$ cat src/rtl/scsi_port_sm_pkg.sv
// scsi_port_sm_pkg: shared state encoding and hold-timing constants for the WD33C93A port sequencer.
package scsi_port_sm_pkg;
  typedef enum logic [3:0] {
    IDLE, CPU_ACC, CPU_ACK, DRD, DRD_END, DRD_WAIT, DWR, DWR_END, DWR_WAIT
  } state_t;
  localparam int CNT_W = 3;
  localparam int CS_CYCLES_DEF = 3;
  localparam int DMA_CYCLES_DEF = 3;
endpackage

$ cat src/rtl/scsi_hold_counter.sv
// scsi_hold_counter: down-counter timing the strobe holds; reaches zero in the last held cycle.
module scsi_hold_counter
  import scsi_port_sm_pkg::*;
(
  input  logic             clk,
  input  logic             rst_n,
  input  logic             load,
  input  logic [CNT_W-1:0] load_val,
  output logic [CNT_W-1:0] cnt,
  output logic [CNT_W-1:0] cnt_next
);
  assign cnt_next = load ? load_val : (cnt != '0 ? cnt - 1'b1 : cnt);
  always_ff @(posedge clk or negedge rst_n)
    if (!rst_n) cnt <= '0;
    else cnt <= cnt_next;
endmodule

$ cat src/rtl/scsi_port_sm.sv
// scsi_port_sm: Moore sequencer for CPU register access and byte DMA on the WD33C93A peripheral port.
module scsi_port_sm
  import scsi_port_sm_pkg::*;
#(
  parameter int CS_CYCLES  = CS_CYCLES_DEF,
  parameter int DMA_CYCLES = DMA_CYCLES_DEF
) (
  input  logic CLK,
  input  logic RESET_,
  input  logic CPUREQ,
  input  logic RW,
  input  logic AS_,
  input  logic DMADIR,
  input  logic DREQ_,
  input  logic FIFOFULL,
  input  logic FIFOEMPTY,
  input  logic BOEQ3,
  input  logic INCFIFO,
  input  logic DECFIFO,
  output logic SCSI_CS_o,
  output logic RE_o,
  output logic WE_o,
  output logic DACK_o,
  output logic S2CPU_o,
  output logic CPU2S_o,
  output logic S2F_o,
  output logic F2S_o,
  output logic LS2CPU,
  output logic LBYTE_,
  output logic INCBO_o,
  output logic INCNI_o,
  output logic INCNO_o,
  output logic RIFIFO_o,
  output logic RDFIFO_o
);
  state_t state, state_d;
  logic rw_q, rw_d, load, last;
  logic [CNT_W-1:0] cnt, cnt_d, load_val;
  // The counter is reloaded every IDLE cycle so it is primed for whichever hold follows.
  assign load = state == IDLE;
  assign load_val = CPUREQ ? CNT_W'(CS_CYCLES - 1) : CNT_W'(DMA_CYCLES - 1);
  assign rw_d = load ? RW : rw_q;
  assign last = cnt == '0;
  scsi_hold_counter u_hold (
    .clk      (CLK),
    .rst_n    (RESET_),
    .load     (load),
    .load_val (load_val),
    .cnt      (cnt),
    .cnt_next (cnt_d)
  );
  always_comb begin
    state_d = state;
    case (state)
      IDLE:     state_d = CPUREQ ? CPU_ACC :
                          (!DREQ_ && DMADIR && !FIFOFULL) ? DRD :
                          (!DREQ_ && !DMADIR && !FIFOEMPTY) ? DWR : IDLE;
      CPU_ACC:  state_d = last ? CPU_ACK : CPU_ACC;
      CPU_ACK:  state_d = AS_ ? IDLE : CPU_ACK;
      DRD:      state_d = last ? DRD_END : DRD;
      DRD_END:  state_d = BOEQ3 ? DRD_WAIT : IDLE;
      DRD_WAIT: state_d = INCFIFO ? IDLE : DRD_WAIT;
      DWR:      state_d = last ? DWR_END : DWR;
      DWR_END:  state_d = BOEQ3 ? DWR_WAIT : IDLE;
      DWR_WAIT: state_d = DECFIFO ? IDLE : DWR_WAIT;
      default:  state_d = IDLE;
    endcase
  end
  // Outputs are decoded from the next state so each register lines up with the state it belongs to.
  always_ff @(posedge CLK or negedge RESET_)
    if (!RESET_) begin
      state     <= IDLE;
      rw_q      <= 1'b0;
      SCSI_CS_o <= 1'b0;
      RE_o      <= 1'b0;
      WE_o      <= 1'b0;
      DACK_o    <= 1'b0;
      S2CPU_o   <= 1'b0;
      CPU2S_o   <= 1'b0;
      S2F_o     <= 1'b0;
      F2S_o     <= 1'b0;
      LS2CPU    <= 1'b1;
      LBYTE_    <= 1'b1;
      INCBO_o   <= 1'b0;
      INCNI_o   <= 1'b0;
      INCNO_o   <= 1'b0;
      RIFIFO_o  <= 1'b0;
      RDFIFO_o  <= 1'b0;
    end else begin
      state     <= state_d;
      rw_q      <= rw_d;
      SCSI_CS_o <= state_d == CPU_ACC;
      RE_o      <= (state_d == CPU_ACC && rw_d) || state_d == DRD;
      WE_o      <= (state_d == CPU_ACC && !rw_d) || state_d == DWR;
      DACK_o    <= state_d == DRD || state_d == DWR;
      S2CPU_o   <= (state_d == CPU_ACC || state_d == CPU_ACK) && rw_d;
      CPU2S_o   <= (state_d == CPU_ACC || state_d == CPU_ACK) && !rw_d;
      S2F_o     <= state_d == DRD;
      F2S_o     <= state_d == DWR;
      LS2CPU    <= state_d != CPU_ACK;
      LBYTE_    <= !(state_d == DRD && cnt_d == '0);
      INCBO_o   <= state_d == DRD_END || state_d == DWR_END;
      INCNI_o   <= state == DRD_WAIT && INCFIFO;
      INCNO_o   <= state == DWR_WAIT && DECFIFO;
      RIFIFO_o  <= state_d == DRD_WAIT;
      RDFIFO_o  <= state_d == DWR_WAIT;
    end
endmodule

$ cat config.mk
export PLATFORM = sky130hd
export DESIGN_NAME = scsi_port_sm
export DESIGN_NICKNAME = d
export VERILOG_FILES = /design/src/rtl/scsi_port_sm_pkg.sv /design/src/rtl/scsi_hold_counter.sv /design/src/rtl/scsi_port_sm.sv
export SDC_FILE = /design/constraint.sdc
export NUM_CORES = 1
export LEC_CHECK = 0
export ABC_AREA = 1
export CAP_MARGIN = 20
export CORE_UTILIZATION = 46
export CTS_CLUSTER_SIZE = 40
export DETAILED_ROUTE_END_ITERATION = 12
export PLACE_DENSITY = 0.8
export SYNTH_ARGS = -nofsm -noshare
export SYNTH_HDL_FRONTEND = slang
export SYNTH_SLANG_ARGS = --single-unit
export TNS_END_PERCENT = 30
$ cat constraint.sdc
create_clock -name CLK -period 1.95 [get_ports CLK]
set_clock_uncertainty 0.05 [all_clocks]
set_input_delay 0.2925 -clock CLK [delete_from_list [all_inputs] [get_ports CLK]]
set_output_delay 0.2925 -clock CLK [all_outputs]
set_load 0.01 [all_outputs]
==> run_results.csv <==
group,metric,value,unit
critical_path,cp_common_cell,"nand2_1",
power_and_ir_drop,p_per_area,1390,nW/um^2
cts,clock_latency,0.30,ns
synth,synth_top_cell_area_share,52.6,%
synth,synth-main-ff-cell,"dfrtp_1",
grt,antenna_found_initial,0,
cts,cts_resized,0,
power_and_ir_drop,ir_worst_vdd,0.851,mV
timing,finalCritPeriodShare,89.8,%
cells_and_area,final_nets,161,
critical_path,crit_end,"CPU2S_o",
critical_path,r2r_start,"u_hold.cnt[0]",
critical_path,cp-end-kind,"flop",
synth,synth.avg_cell_area,8.68,sq um
drt,drtIter0Drc,14,
drt,remaining_drc_errors,0,
cells_and_area,largest_register_ffs,4,
cells_and_area,regMostFlops,"state",
grt,grt_max_degree,24,
critical_path,critPathMaxStageDelay,0.42,ns
synth,yosys_warnings,0,
cts,tritoncts,"built",
grt,grt_use_total,18.4,%
synth,yosysUniqueCellTypes,18,
die,num_io_pins,27,
timing,finalSetupViolCount,0,
drt,wl_per_cell,10.8,microns
drt,dr_total_vias,841,
critical_path,required,2.13,ns
cells_and_area,ff_latch_area,578,sq um
cts,postCtsSetupBuffers,0,
drt,firstDrtPassIters,4,
drt,ant_nets,0,
die,fp.dieH,48.6,microns
cells_and_area,drive_gt1_share,11.0,%
critical_path,r2r_end,"CPU2S_o",
cts,clock_sinks,23,
status,status,"completed",
timing,drv_slew,0,
critical_path,path_depth,10,
timing,max_slew_margin,76.7,%
synth,netlist_instances,115,
cells_and_area,diodes,0,
synth,yosysMostFrequentCell,"nand2_1",
grt,grt_pass1_vias,852,
cells_and_area,n_fill_cell,177,
synth,yosys_register_bits,23,
die,initial_core_util,49.9,%
synth,synth-edff-count,0,
power_and_ir_drop,p_leak,0.699,nW
synth,netlist_area,998,sq um
synth,synth_nets,129,
flow_run,max_cap_violations,0,
timing,whs,0.268,ns
cts,clk_pin_slew,0.12,ns
die,die_x,48.6,microns
timing,tightest_slew,0.347,ns
synth,async_flop_share,100,%
drt,vias_per_cell,4.86,
critical_path,reg2reg_depth,10,
critical_path,crit_family,"simple AND/OR/NAND/NOR gates",
synth,synth_commonest_cells,"nand2_1, dfrtp_1, inv_1",
grt,overflow,0,
timing,finalHoldViolations,0,
cts,clk_path_buf_depth,2,
place,io_buffers,26,
timing,rsz0062_at_grt,"no",
cells_and_area,utilization,66.4,%
cts,cts-root-buf,"clkbuf_4",
cells_and_area,reg_top3,"state: 4 flops, u_hold.cnt: 3 flops",
cts,cts_max_level,1,
worst_hold_path,hp-class,"primary input to asynchronous set/reset pin",
cells_and_area,syn_to_final_growth,33.2,%
die,die_area,2360,sq um
critical_path,reg2reg_setup_slack,0.20,ns
critical_path,cp_cell_sequence,"inv_1 -> ha_1 -> nand2_1 -> nand3_1 -> nand2_1 -> nor2_1 -> nand2_1 -> nor2_1 -> nand2_2 -> a21oi_1",
place,detailed_place_hpwl,1440,microns
critical_path,crit_start,"u_hold.cnt[0]",
synth,yosys.area.top_type,"dfrtp_1",
timing,tns,0,ns
critical_path,crit_path_start_kind,"flop",
place,place_congestion,0.818,
die,core_area,2000,sq um
timing,fmax,571,MHz
synth,ys_top_cells_by_area,"dfrtp_1, nand2_1, inv_1",
cts,postCtsHoldBufs,0,
cts,cts_inserted_buffers,3,
critical_path,crit_slowest_cell,"dfrtp_1",
synth,yosysSeqAreaShare,57.9,%
critical_path,crit_buf_inv,1,
timing,layout_min_cycle_time,1.75,ns
grt,grt_pass1_wl,3390,microns
critical_path,worstSetupPathType,"flop to flop",
cells_and_area,multiInputGateArea,344,sq um
drt,drt-total-wl,1870,microns
die,placementRows,16,
critical_path,crit_fanout,5,
critical_path,cp.arrival,1.93,ns
[where the power goes]
part	internal, mW	leakage (nW)	switching (mW)
sequential	0.643	0.295	0.0673
combinational	0.363	0.386	0.565
clock	0.0763	0.0177	0.137
total	1.08	0.699	0.770
[layout make-up]
class | instances | area share [%]
Multi-Input combinational cell | 71 | 25.9
Clock buffer | 3 | 1.69
Timing Repair Buffer | 27 | 20.1
Tap cell | 27 | 2.54
Clock inverter | 1 | 0.376
Inverter | 21 | 5.93
Sequential cell | 23 | 43.5
[layout by cell type (no fill, tap or decap)]
master           instances
buf_4                    1
a21oi_1                  4
dfstp_2                  2
nand2_2                  2
clkbuf_4                 3
nand3_2                  1
inv_2                    2
o211ai_1                 1
clkinv_2                 1
a211oi_1                 1
nor2_2                   4
nand2_1                 26
nor3_1                   1
o21ai_1                  3
o21ai_0                  3
ha_1                     2
nor2_1                  11
dfrtp_1                 21
clkdlybuf4s50_1         26
nand3_1                 11
inv_1                   19
nand3b_1                 1
[stage by stage]
stage | power [mW] | std cells | instance area (sq um) | setup WS [ns]
2_1_floorplan | 1.31 | 115 | 998 | 0.425
3_3_place_gp | 1.61 | 169 | 1300 | 0.280
3_5_place_dp | 1.63 | 169 | 1300 | 0.213
4_1_cts | 1.85 | 173 | 1330 | 0.170
5_1_grt | 2.02 | 173 | 1330 | 0.0137
6_report | 1.85 | 173 | 1330 | 0.199
[cells by family after synthesis]
logic type	synth area share (%)
buffers and inverters	7.90
flip-flops	57.9
adder cells (fa/ha/maj)	2.51
AO/OA/AOI/OAI	6.52
AND/OR/NAND/NOR	25.2
[worst min path at each step]
stage	startpoint	endpoint	slack, ns	depth (start not counted)
global placement	u_hold.cnt[0]	u_hold.cnt[0]	0.41	1
floorplan	RESET_	CPU2S_o	-0.05	0
global route	RESET_	state[3]	0.29	2
finish	RESET_	INCBO_o	0.27	2
CTS	RESET_	INCBO_o	0.27	2
detailed placement	u_hold.cnt[0]	u_hold.cnt[0]	0.45	1
[layer usage]
metal / wire length (microns) / track usage, %
met1: 804 / 22.2
met2: 957 / 33.6
met3: 109 / 3.77
met4: 0 / 4.41
met5: 0 / 0
Note: power is estimated with default switching activity, not from simulation.
